### config.mk
export PLATFORM = sky130hd
export DESIGN_NAME = srt_div_arbiter_flat
export DESIGN_NICKNAME = d
export VERILOG_FILES = /design/src/rtl/srt_div_pkg.sv /design/src/rtl/srt_div_arbiter_if.sv /design/src/rtl/SRTDivider.sv /design/src/rtl/rr_arbiter.sv /design/src/rtl/srt_div_arbiter.sv /design/src/flat_wrapper.sv
export SDC_FILE = /design/constraint.sdc
export NUM_CORES = 1
export LEC_CHECK = 0
export ABC_CLOCK_PERIOD_IN_PS = 3400
export CORE_MARGIN = 5
export CORE_UTILIZATION = 45
export DETAILED_ROUTE_END_ITERATION = 6
export HOLD_SLACK_MARGIN = 0.1
export PLACE_DENSITY = 0.85
export SLEW_MARGIN = 10
export SYNTH_ARGS = -nofsm -noshare
export SYNTH_HDL_FRONTEND = slang
export SYNTH_SLANG_ARGS = --single-unit
export TNS_END_PERCENT = 1
### constraint.sdc
create_clock -name clk -period 3.4 [get_ports clk]
set_clock_uncertainty 0.2 [all_clocks]
set_input_delay 0.34 -clock clk [delete_from_list [all_inputs] [get_ports clk]]
set_output_delay 0.34 -clock clk [all_outputs]
set_load 0.01 [all_outputs]
### src/rtl/srt_div_pkg.sv
// Shared definitions for the shared-divider arbiter.
// Holds the controller state encoding and the default operand width and
// requester count used by the interface and the top level.
package srt_div_pkg;

    // Controller states: wait for a request, reset the divider, let it run,
    // then present the result until the consumer takes it.
    typedef enum logic [1:0] {
        IDLE  = 2'd0,
        CLEAR = 2'd1,
        RUN   = 2'd2,
        RESP  = 2'd3
    } state_t;

    localparam int DEF_N    = 16;
    localparam int DEF_NREQ = 4;

endpackage

### src/rtl/srt_div_arbiter_if.sv
// Request/response bundle for srt_div_arbiter.
//   req_valid/req_ready : per-requester handshake (ready is one-hot)
//   req_signed          : per-requester signed-operation flag
//   req_x/req_y         : packed dividends/divisors, requester k at [k*N +: N]
//   resp_valid/ready    : result handshake
//   resp_id             : requester that owns the result
//   resp_q/resp_r       : quotient / remainder
//   resp_dbz            : divide-by-zero flag
// master = requesters + consumer side, slave = arbiter side.
interface srt_div_arbiter_if
    import srt_div_pkg::*;
#(
    parameter int N    = DEF_N,
    parameter int NREQ = DEF_NREQ
);
    localparam int IDW = $clog2(NREQ);

    logic [NREQ-1:0]   req_valid;
    logic [NREQ-1:0]   req_ready;
    logic [NREQ-1:0]   req_signed;
    logic [NREQ*N-1:0] req_x;
    logic [NREQ*N-1:0] req_y;
    logic              resp_valid;
    logic              resp_ready;
    logic [IDW-1:0]    resp_id;
    logic [N-1:0]      resp_q;
    logic [N-1:0]      resp_r;
    logic              resp_dbz;

    modport master (
        output req_valid, req_signed, req_x, req_y, resp_ready,
        input  req_ready, resp_valid, resp_id, resp_q, resp_r, resp_dbz
    );

    modport slave (
        input  req_valid, req_signed, req_x, req_y, resp_ready,
        output req_ready, resp_valid, resp_id, resp_q, resp_r, resp_dbz
    );

endinterface

### src/rtl/SRTDivider.sv
// Iterative N-bit divider with optional signed operands.
//   clk, rst            : clock, synchronous reset (clears done)
//   start               : hold high to launch; sampled once when idle
//   x, y, signedInput   : dividend, divisor, signed mode
//   done                : high from completion until the next rst
//   q, r                : quotient, remainder magnitude
//   divByZeroEx         : divisor was zero
// Works on magnitudes: one load cycle then N shift/subtract steps, so done
// rises N+1 cycles after start is first seen. The quotient is truncated
// toward zero and re-signed; the remainder is returned as |x| mod |y|.
// rst is treated synchronously so a decoded state bit can drive it safely.
module SRTDivider #(
    parameter int N = 16
) (
    input  logic         clk,
    input  logic         rst,
    input  logic         start,
    input  logic [N-1:0] x,
    input  logic [N-1:0] y,
    input  logic         signedInput,
    output logic         done,
    output logic [N-1:0] q,
    output logic [N-1:0] r,
    output logic         divByZeroEx
);
    localparam int CW = $clog2(N + 1);

    logic          busy_reg, done_reg, neg_q_reg, dbz_reg;
    logic [CW-1:0] cnt_reg;
    logic [N-1:0]  rem_reg, quo_reg, den_reg, q_reg, r_reg;

    logic          x_neg, y_neg;
    logic [N-1:0]  x_mag, y_mag;
    logic [N:0]    rem_shift, trial;
    logic [N-1:0]  quo_shift;

    assign x_neg = signedInput & x[N-1];
    assign y_neg = signedInput & y[N-1];
    assign x_mag = x_neg ? -x : x;
    assign y_mag = y_neg ? -y : y;

    // restoring step: shift in next dividend bit, try subtracting divisor
    assign rem_shift = {rem_reg, quo_reg[N-1]};
    assign trial     = rem_shift - {1'b0, den_reg};
    assign quo_shift = {quo_reg[N-2:0], ~trial[N]};

    always_ff @(posedge clk) begin
        if (rst) begin
            busy_reg  <= 1'b0;
            done_reg  <= 1'b0;
            neg_q_reg <= 1'b0;
            dbz_reg   <= 1'b0;
            cnt_reg   <= '0;
            rem_reg   <= '0;
            quo_reg   <= '0;
            den_reg   <= '0;
            q_reg     <= '0;
            r_reg     <= '0;
        end else if (start && !busy_reg && !done_reg) begin
            busy_reg  <= 1'b1;
            cnt_reg   <= CW'(N);
            rem_reg   <= '0;
            quo_reg   <= x_mag;
            den_reg   <= y_mag;
            neg_q_reg <= x_neg ^ y_neg;
            dbz_reg   <= (y == '0);
        end else if (busy_reg) begin
            rem_reg <= trial[N] ? rem_shift[N-1:0] : trial[N-1:0];
            quo_reg <= quo_shift;
            cnt_reg <= cnt_reg - 1'b1;
            if (cnt_reg == CW'(1)) begin
                busy_reg <= 1'b0;
                done_reg <= 1'b1;
                q_reg    <= neg_q_reg ? -quo_shift : quo_shift;
                r_reg    <= trial[N] ? rem_shift[N-1:0] : trial[N-1:0];
            end
        end
    end

    assign done        = done_reg;
    assign q           = q_reg;
    assign r           = r_reg;
    assign divByZeroEx = dbz_reg;

endmodule

### src/rtl/rr_arbiter.sv
// Round-robin grant generator.
//   req   : request vector
//   last  : index of the most recently granted requester
//   grant : one-hot grant (all zero when nothing requests)
// Search starts at last+1 and wraps, so the last winner has lowest priority.
module rr_arbiter #(
    parameter int NREQ = 4,
    localparam int IDW = $clog2(NREQ)
) (
    input  logic [NREQ-1:0] req,
    input  logic [IDW-1:0]  last,
    output logic [NREQ-1:0] grant
);

    logic [IDW-1:0] idx;
    logic           found;

    always_comb begin
        grant = '0;
        found = 1'b0;
        idx   = last;
        for (int i = 0; i < NREQ; i++) begin
            // step to the next index with explicit wrap (NREQ need not be 2^k)
            idx = (idx == IDW'(NREQ - 1)) ? '0 : idx + 1'b1;
            if (!found && req[idx]) begin
                grant[idx] = 1'b1;
                found      = 1'b1;
            end
        end
    end

endmodule

### src/rtl/srt_div_arbiter.sv
// Shares one SRTDivider among NREQ requesters with round-robin arbitration.
//   clk : clock
//   rst : asynchronous active-high reset
//   bus : srt_div_arbiter_if slave (request handshakes, operands, response)
// Only one operation is in flight: grant in IDLE, reset the divider for one
// cycle (CLEAR), run it until done, then hold the result until accepted.
module srt_div_arbiter
    import srt_div_pkg::*;
#(
    parameter int N    = DEF_N,
    parameter int NREQ = DEF_NREQ
) (
    input  logic            clk,
    input  logic            rst,
    srt_div_arbiter_if.slave bus
);
    localparam int IDW = $clog2(NREQ);

    state_t          state_reg, state_next;
    logic [NREQ-1:0] grant;
    logic [IDW-1:0]  grant_idx;
    logic            handshake;

    // last_reg is both the round-robin pointer and the in-flight owner ID
    logic [IDW-1:0]  last_reg;
    logic [N-1:0]    x_reg, y_reg;
    logic            signed_reg;

    logic [IDW-1:0]  resp_id_reg;
    logic [N-1:0]    resp_q_reg, resp_r_reg;
    logic            resp_dbz_reg;

    logic            div_rst, div_start, div_done, div_dbz;
    logic [N-1:0]    div_q, div_r;

    rr_arbiter #(.NREQ(NREQ)) u_rr (
        .req   (bus.req_valid),
        .last  (last_reg),
        .grant (grant)
    );

    always_comb begin
        grant_idx = '0;
        for (int i = 0; i < NREQ; i++) begin
            if (grant[i]) grant_idx = IDW'(i);
        end
    end

    always_comb begin
        state_next    = state_reg;
        handshake     = 1'b0;
        bus.req_ready = '0;
        case (state_reg)
            IDLE: begin
                // grant is non-zero only when its requester is valid
                bus.req_ready = grant;
                if (|grant) begin
                    handshake  = 1'b1;
                    state_next = CLEAR;
                end
            end
            CLEAR:   state_next = RUN;
            RUN:     if (div_done) state_next = RESP;
            RESP:    if (bus.resp_ready) state_next = IDLE;
            default: state_next = IDLE;
        endcase
    end

    always_ff @(posedge clk or posedge rst) begin
        if (rst) begin
            state_reg    <= IDLE;
            last_reg     <= IDW'(NREQ - 1);
            x_reg        <= '0;
            y_reg        <= '0;
            signed_reg   <= 1'b0;
            resp_id_reg  <= '0;
            resp_q_reg   <= '0;
            resp_r_reg   <= '0;
            resp_dbz_reg <= 1'b0;
        end else begin
            state_reg <= state_next;
            if (handshake) begin
                x_reg      <= bus.req_x[grant_idx*N +: N];
                y_reg      <= bus.req_y[grant_idx*N +: N];
                signed_reg <= bus.req_signed[grant_idx];
                last_reg   <= grant_idx;
            end
            if (state_reg == RUN && div_done) begin
                resp_id_reg  <= last_reg;
                resp_q_reg   <= div_q;
                resp_r_reg   <= div_r;
                resp_dbz_reg <= div_dbz;
            end
        end
    end

    // divider restarts from a clean state for every operation
    assign div_rst   = rst | (state_reg == CLEAR);
    assign div_start = (state_reg == RUN);

    SRTDivider #(.N(N)) u_div (
        .clk         (clk),
        .rst         (div_rst),
        .start       (div_start),
        .x           (x_reg),
        .y           (y_reg),
        .signedInput (signed_reg),
        .done        (div_done),
        .q           (div_q),
        .r           (div_r),
        .divByZeroEx (div_dbz)
    );

    assign bus.resp_valid = (state_reg == RESP);
    assign bus.resp_id    = resp_id_reg;
    assign bus.resp_q     = resp_q_reg;
    assign bus.resp_r     = resp_r_reg;
    assign bus.resp_dbz   = resp_dbz_reg;

endmodule

### src/flat_wrapper.sv
// flat-port wrapper written by rule: the top's interface ports become plain ports
module srt_div_arbiter_flat import srt_div_pkg::*;
#(
    parameter int N    = DEF_N,
    parameter int NREQ = DEF_NREQ
)
  (clk, rst, bus_req_valid, bus_req_signed, bus_req_x, bus_req_y, bus_resp_ready, bus_req_ready, bus_resp_valid, bus_resp_id, bus_resp_q, bus_resp_r, bus_resp_dbz);
  srt_div_arbiter_if #(.N(N), .NREQ(NREQ)) bus_i ();
  input  logic clk;
  input  logic rst;
  input wire logic [$bits(bus_i.req_valid)-1:0] bus_req_valid;
  input wire logic [$bits(bus_i.req_signed)-1:0] bus_req_signed;
  input wire logic [$bits(bus_i.req_x)-1:0] bus_req_x;
  input wire logic [$bits(bus_i.req_y)-1:0] bus_req_y;
  input wire logic [$bits(bus_i.resp_ready)-1:0] bus_resp_ready;
  output wire logic [$bits(bus_i.req_ready)-1:0] bus_req_ready;
  output wire logic [$bits(bus_i.resp_valid)-1:0] bus_resp_valid;
  output wire logic [$bits(bus_i.resp_id)-1:0] bus_resp_id;
  output wire logic [$bits(bus_i.resp_q)-1:0] bus_resp_q;
  output wire logic [$bits(bus_i.resp_r)-1:0] bus_resp_r;
  output wire logic [$bits(bus_i.resp_dbz)-1:0] bus_resp_dbz;
  assign bus_i.req_valid = bus_req_valid;
  assign bus_i.req_signed = bus_req_signed;
  assign bus_i.req_x = bus_req_x;
  assign bus_i.req_y = bus_req_y;
  assign bus_i.resp_ready = bus_resp_ready;
  assign bus_req_ready = bus_i.req_ready;
  assign bus_resp_valid = bus_i.resp_valid;
  assign bus_resp_id = bus_i.resp_id;
  assign bus_resp_q = bus_i.resp_q;
  assign bus_resp_r = bus_i.resp_r;
  assign bus_resp_dbz = bus_i.resp_dbz;
  srt_div_arbiter #(.N(N), .NREQ(NREQ)) u_core (.clk(clk), .rst(rst), .bus(bus_i));
endmodule
Word-level counts from Yosys, hierarchy flattened:

Cells that the tools add are included.

* register bits after elaboration: 161
* input port bits: 139
* output and inout bits: 40
* logic and storage cells: 132

* add/sub/neg operators: 9
* magnitude comparators: 9
* eq/ne operators: 11
* shift operators: 2
* muxes and demuxes: 50
* bitwise logic cells: 9
* reductions and logical operators: 22

Operators with widths (number)
* $shiftx 64x7->16: 2
* $mux 16: 6
* $neg 16->16: 3
* $mux 4: 5
* $mux 1: 18
* $mux 2: 9
* $sub 17x16->17: 1
* $logic_not 16->1: 1
* $lt 2x3->1 const B: 5
* $eq 2x2->1 const B: 6
* $or 4x4->4: 3
* $bmux 1 s2: 5
* $logic_and 1x1->1: 10
* $mux 5: 2
* $add 2x1->2 const B: 4
* $demux 1 s2: 4
* $ge 2x1->1 const B: 4
* $pmux 2 s4: 1
* $reduce_and 3->1: 2
* $eq 5x1->1 const B: 1
* $logic_not 1->1: 5
* $sub 5x1->5 const B: 1
* $ne 2x1->1 const B: 2
* $reduce_or 4->1: 1
* 9 further kinds: 11

Logic depth before layout (Yosys ltp):

* depth in word-level cells: 19
* depth in mapped cells: 16
* gate-level depth less buffers: 15

By module:

A second synthesis with hierarchy kept.

* cells, all modules: 1078
* area, all modules: 9576.7 µm²

By module, submodules not included
* SRTDivider: times used 1, cells an instance 673, area each 5383.9 µm², sequential area each 1781.7 µm²
* srt_div_arbiter: times used 1, cells an instance 345, area each 3726.1 µm², sequential area each 1804.2 µm²
* rr_arbiter: times used 1, cells an instance 60, area each 466.7 µm², sequential area each 0.0 µm²

Worst setup path before layout:

No wires, ideal clock.

* path type: register to register
* start: register u_core.u_div.den_reg[2]
* end: register u_core.u_div.q_reg[12], in the netlist u_core.u_div.q[12]
* setup time: 0.086 ns
* data arrival time: 3.434 ns
* required time: 3.114 ns
* slack: -0.320 ns
* cell stages (with the launch flop): 16
* path buffers: 1
* period minus slack after synthesis: 3.720 ns
* path through: dfxtp_1 inv_1 ha_1 nor2b_1 o31a_1 o41a_1 o211ai_1 a21oi_1 or2_2 buf_2 inv_1 ha_1 nand3_1 o31ai_1 xor2_1 a211oi_1

* longest elaborated chain between the ends: 4

RTL lines
* start, declared: line SRTDivider.sv:30 `logic [N-1:0] rem_reg, quo_reg, den_reg, q_reg, r_reg;`
* start signal, assigned: line SRTDivider.sv:64 `den_reg <= y_mag;`
* $sub 17x16->17: line SRTDivider.sv:44 `assign trial = rem_shift - {1'b0, den_reg};`
* $not 1->1: line SRTDivider.sv:45 `assign quo_shift = {quo_reg[N-2:0], ~trial[N]};`
* $neg 16->16: line SRTDivider.sv:74 `q_reg <= neg_q_reg ? -quo_shift : quo_shift;`
* $mux 16: line SRTDivider.sv:74
* end signal, assigned: line SRTDivider.sv:74
* end, declared: line SRTDivider.sv:30

Every way passes these cells.
A chain may end at the register's enable or synchronous reset.

Worst setup path after layout:

* start: register u_core.last_reg[0]
* end: register u_core.y_reg[7]

* longest elaborated chain between the ends: 18
* elaborated cells between the ends (all ways): 63
* classes of those cells: add/sub (4); order compare (8); eq/ne (4); shift (1); mux (32); bitwise (3); reduce/logical (11)

RTL lines
* start, declared: line srt_div_arbiter.sv:25 `logic [IDW-1:0] last_reg;`
* start signal, assigned: line srt_div_arbiter.sv:72 `last_reg <= IDW'(NREQ - 1);`
* start signal, assigned: line srt_div_arbiter.sv:86 `last_reg <= grant_idx;`
* $add 2x1->2 / $eq 2x2->1 (equally long branches): line rr_arbiter.sv:24 `idx = (idx == IDW'(NREQ - 1)) ? '0 : idx + 1'b1;`
* $mux 2 (*): line rr_arbiter.sv:24
* $add 2x1->2 (tied with other cells): line rr_arbiter.sv:24
* $mux 2 / $mux 1 (equally long branches): line rr_arbiter.sv:24, rr_arbiter.sv:25
* $add 2x1->2 (tied with other cells): line rr_arbiter.sv:24
* $mux 2 (tied with other cells): line rr_arbiter.sv:24
* $add 2x1->2 (tied with other cells): line rr_arbiter.sv:24
* $mux 2 (tied with other cells): line rr_arbiter.sv:24
* $lt 2x3->1 (not written as such) (tied with other cells): line rr_arbiter.sv:26 `grant[idx] = 1'b1;`
* $logic_and 1x1->1 (not written as such) (tied with other cells): line rr_arbiter.sv:26
* $mux 1 (not written as such) (tied with other cells): line rr_arbiter.sv:26
* $demux 1 s2 (tied with other cells): line rr_arbiter.sv:26
* $or 4x4->4 (no source line) / $logic_and 1x1->1 (equally long branches)
* $mux 4 (*): line rr_arbiter.sv:25 `if (!found && req[idx]) begin`
* $mux 1: line srt_div_arbiter.sv:45 `if (grant[i]) grant_idx = IDW'(i);`
* $mux 2 (2 in series): line srt_div_arbiter.sv:45
* $shiftx 64x7->16: line srt_div_arbiter.sv:84 `y_reg <= bus.req_y[grant_idx*N +: N];`
* end signal, assigned: line srt_div_arbiter.sv:84
* end, declared: line srt_div_arbiter.sv:26 `logic [N-1:0] x_reg, y_reg;`

Every way passes the cells marked *; elsewhere a longest branch is shown, timed or not. The select of a mux whose other input is x is not followed.

==> implementation parameters <==
Parameter                              Value

Outcome
  Result of the run    complete, but fails checks
  Failing checks    negative setup slack

Logic synthesis
  Top cells by instance count after synthesis    sky130_fd_sc_hd__o21ai_0 (114), sky130_fd_sc_hd__nor2_1 (101), sky130_fd_sc_hd__a21oi_1 (100)
  Count leader, synth    sky130_fd_sc_hd__o21ai_0
  Number of synthesized flops with an enable pin    0
  Syn_nets    1280
  Top flip-flop cell by instance count after synthesis    sky130_fd_sc_hd__dfxtp_1
  Count of yosys warnings during synthesis    0
  Summed instance area of the synthesized netlist    0.00959 sq mm
  Cells taking the most area after synthesis    sky130_fd_sc_hd__dfxtp_1 (19%), sky130_fd_sc_hd__dfrtp_1 (18%), sky130_fd_sc_hd__o21ai_0 (6.0%), sky130_fd_sc_hd__mux2_2 (5.6%), sky130_fd_sc_hd__a21oi_1 (5.2%)
  Synthesis-stage register bit count    161
  Gate count after technology mapping    1106
  Count of unique library cells instantiated by Yosys    68
  Syn Area/Cell    8.67 sq um
  Register area share after synthesis    37.4%
  Share of synthesized registers carrying an async set or reset    44.7%
  Top cell type by total area after synthesis    sky130_fd_sc_hd__dfxtp_1
  Share of Yosys cell area claimed by the top area cell type    18.6%

Finish
  Final nets    1478
  Share of final-layout standard cells stronger than drive strength 1    17.4%
  Final Core Density    61.4%
  Cell Count, Final, Fillers Out    1592
  Number of inserted diodes    0
  Total of fill cells in the finished design    1756
  P&R area growth vs syn    34.6%

STA
  Worst slew margin relative to its limit    58.1%
  Setup repair after global routing missed its margin    yes
  Worst slew pin tran    0.626 ns
  Post-Route Hold Slack    0.214 ns
  Count of final setup violators    36
  Max Fclk    0.285 GHz
  Final hold violation count    0
  Minimum period implied by the final worst setup slack    3.51 ns
  Ratio of final minimum period to clock period    103%
  Final worst slack    -0.105 ns
  Final number of max-transition violations    0

Detailed routing
  Top metal layer carrying routed signals    met4
  Wire length on met3    2160 um
  Number of detailed-route iterations in the first pass    5
  M1 wire length    12200 um
  Met2 wire len    12700 um
  Total wire length after detailed routing    27700 um
  1st-iter DRT viols    747
  Via count normalized by instance count    5.82
  Post-route ant nets    0
  Routed length per placed instance    17.4 um
  Total via count after detailed routing    9260
  DRC viols    0

Floorplan
  Die Area    0.0243 sq mm
  Initial core utilization    45.6%
  Top-level I/O count    179
  Die W    156 um
  Area of the core region    0.0210 sq mm
  Row count    53
  Die outline height    156 um

GRT
  Number of global-route vias before repair    9026
  Largest net degree at the start of global routing    67
  Initial antenna violation count    0
  Total global routing track utilization    22.5%
  Wire length of the first global-routing pass    44700 um
  Residual overflow from global routing    0

Place
  Routability congestion estimate from global placement    0.942
  Post-detailed-placement half-perimeter wirelength    20600 um
  Post-placement cell count    1555
  PortBufs    178
  Dpl ws    -0.457 ns

Critical path
  Crit start category    flip-flop
  Critical path capture point type    flip-flop
  Setup slack of the most critical reg-to-reg path    -0.11 ns
  Signal arrival time at the worst endpoint    3.62 ns
  Critical path class    flip-flop to flip-flop
  Endpoint required time on the critical path    3.52 ns
  Biggest fanout along the worst timing path    17

CTS
  Clock Tree Buf Depth    2
  Clock transition at path regs    0.07 ns
  Clock latency at the later pin of the worst-skew pair    0.44 ns
  Sinks on Clock Net    161
  Buffer type at the clock tree root    sky130_fd_sc_hd__clkbuf_16
  CTS buffer count    17
  Number of levels the H-tree was split into    4
  Clock tree from TritonCTS    yes

Pwr
  Total leakage power    5.13 nW
  PnR Total Power    16.0 mW
  Max IR drop VDD    0.783 mV
  Cell area power density    1240 mW/mm^2

Hold path
  Type of the tightest min-delay check    input pin to async pin

Flow run
  Maximum capacitance violations    0
[worst max-delay path, cell delays in order, from the launching register on]
cell	delay (ns)
sky130_fd_sc_hd__dfstp_2	0.59
sky130_fd_sc_hd__ha_4	0.18
sky130_fd_sc_hd__or2_4	0.13
sky130_fd_sc_hd__mux4_2	0.57
sky130_fd_sc_hd__a32oi_2	0.22
sky130_fd_sc_hd__o211ai_1	0.15
sky130_fd_sc_hd__or3_4	0.38
sky130_fd_sc_hd__buf_6	0.13
sky130_fd_sc_hd__o31ai_4	0.28
sky130_fd_sc_hd__buf_12	0.21
sky130_fd_sc_hd__mux2_2	0.34
[path summary, 6_finish.rpt]
check                                               from                        to  cells after the start
worst max register to register        u_core.last_reg[0]           u_core.y_reg[7]                     10
worst max-delay path                  u_core.last_reg[0]           u_core.y_reg[7]                     10
worst min-delay path                                 rst       u_core.bus.resp_dbz                      2
min in group clk                u_core.u_div.den_reg[15]  u_core.u_div.den_reg[15]                      2
max in group asynchronous                            rst        u_core.last_reg[0]                      3
worst min register to register  u_core.u_div.den_reg[15]  u_core.u_div.den_reg[15]                      2
[per-layer routing]
layer  up-vias  track usage [%]
li1       4452                -
met1      4368             29.6
met2       388             36.2
met3        52             5.33
met4         0             8.05
met5         -                0
[placed cells by master, fill, tap and decap left out, drive strengths merged, types with 4 or more instances in the layout]
| cell type | count |
|---|---|
| o41ai | 5 |
| a211oi | 48 |
| buf | 82 |
| nand3 | 23 |
| or2 | 4 |
| or3 | 11 |
| clkbuf | 17 |
| xor2 | 23 |
| a31oi | 6 |
| mux2i | 14 |
| a311oi | 9 |
| o21ai | 115 |
| xnor2 | 20 |
| nand2b | 13 |
| dfxtp | 89 |
| inv | 50 |
| a21oi | 100 |
| a32oi | 4 |
| nor4 | 4 |
| o22ai | 35 |
| o21a | 7 |
| o211ai | 12 |
| nor3 | 50 |
| a21o | 5 |
| o31ai | 10 |
| nor2 | 101 |
| ha | 34 |
| nand2 | 48 |
| mux2 | 68 |
| or4 | 6 |
| dfrtp | 70 |
| clkdlybuf4s50 | 174 |
| clkinv | 4 |
| nor2b | 8 |
[kinds of logic (layout without fill, tap and decap cells)]
kind of cell	after synthesis	in the layout	share of synthesized area, %
XOR/XNOR	43	43	3.93
buffers and inverters	121	332	5.23
flip-flops	161	161	37.4
adder cells (fa/ha/maj)	35	35	4.65
multiplexers	83	83	10.5
AND/OR/NAND/NOR	281	281	13.8
AO/OA/AOI/OAI	382	382	24.5
[layout make-up]
type	count	area, sq um	share of cell area [%]
Inverter	43	161	1.25
Clock inverter	15	170	1.32
Timing Repair Buffer	257	2490	19.3
Multi-Input combinational cell	824	5730	44.4
Sequential cell	161	3590	27.8
Clock buffer	17	425	3.30
Tap cell	275	344	2.67
[where the power goes]
group	leakage, nW	switching (mW)	total (mW)	internal (mW)
Sequential	1.65	0.662	3.11	2.45
Clock	0.288	0.842	1.94	1.10
Combinational	3.19	6.05	11.0	4.94
[metrics by stage]
step | instance area, sq um | TNS, ns
detailed placement | 12100 | -12.63
global route | 12900 | -6.35
CTS | 12800 | -2.13
finish | 12900 | -3.05
global placement | 12100 | -9.01
floorplan | 9630 | -3.48
[timing repair]
| action | in CTS | in global routing |
|---|---|---|
| pin swaps | 4 | 1 |
| cloned | 0 | 0 |
| hold buffers | 0 | 0 |
| setup endpoints to repair | 42 | 44 |
| setup buffers | 5 | 0 |
| resized for setup | 37 | 12 |
Note: power is estimated with default switching activity, not from simulation.
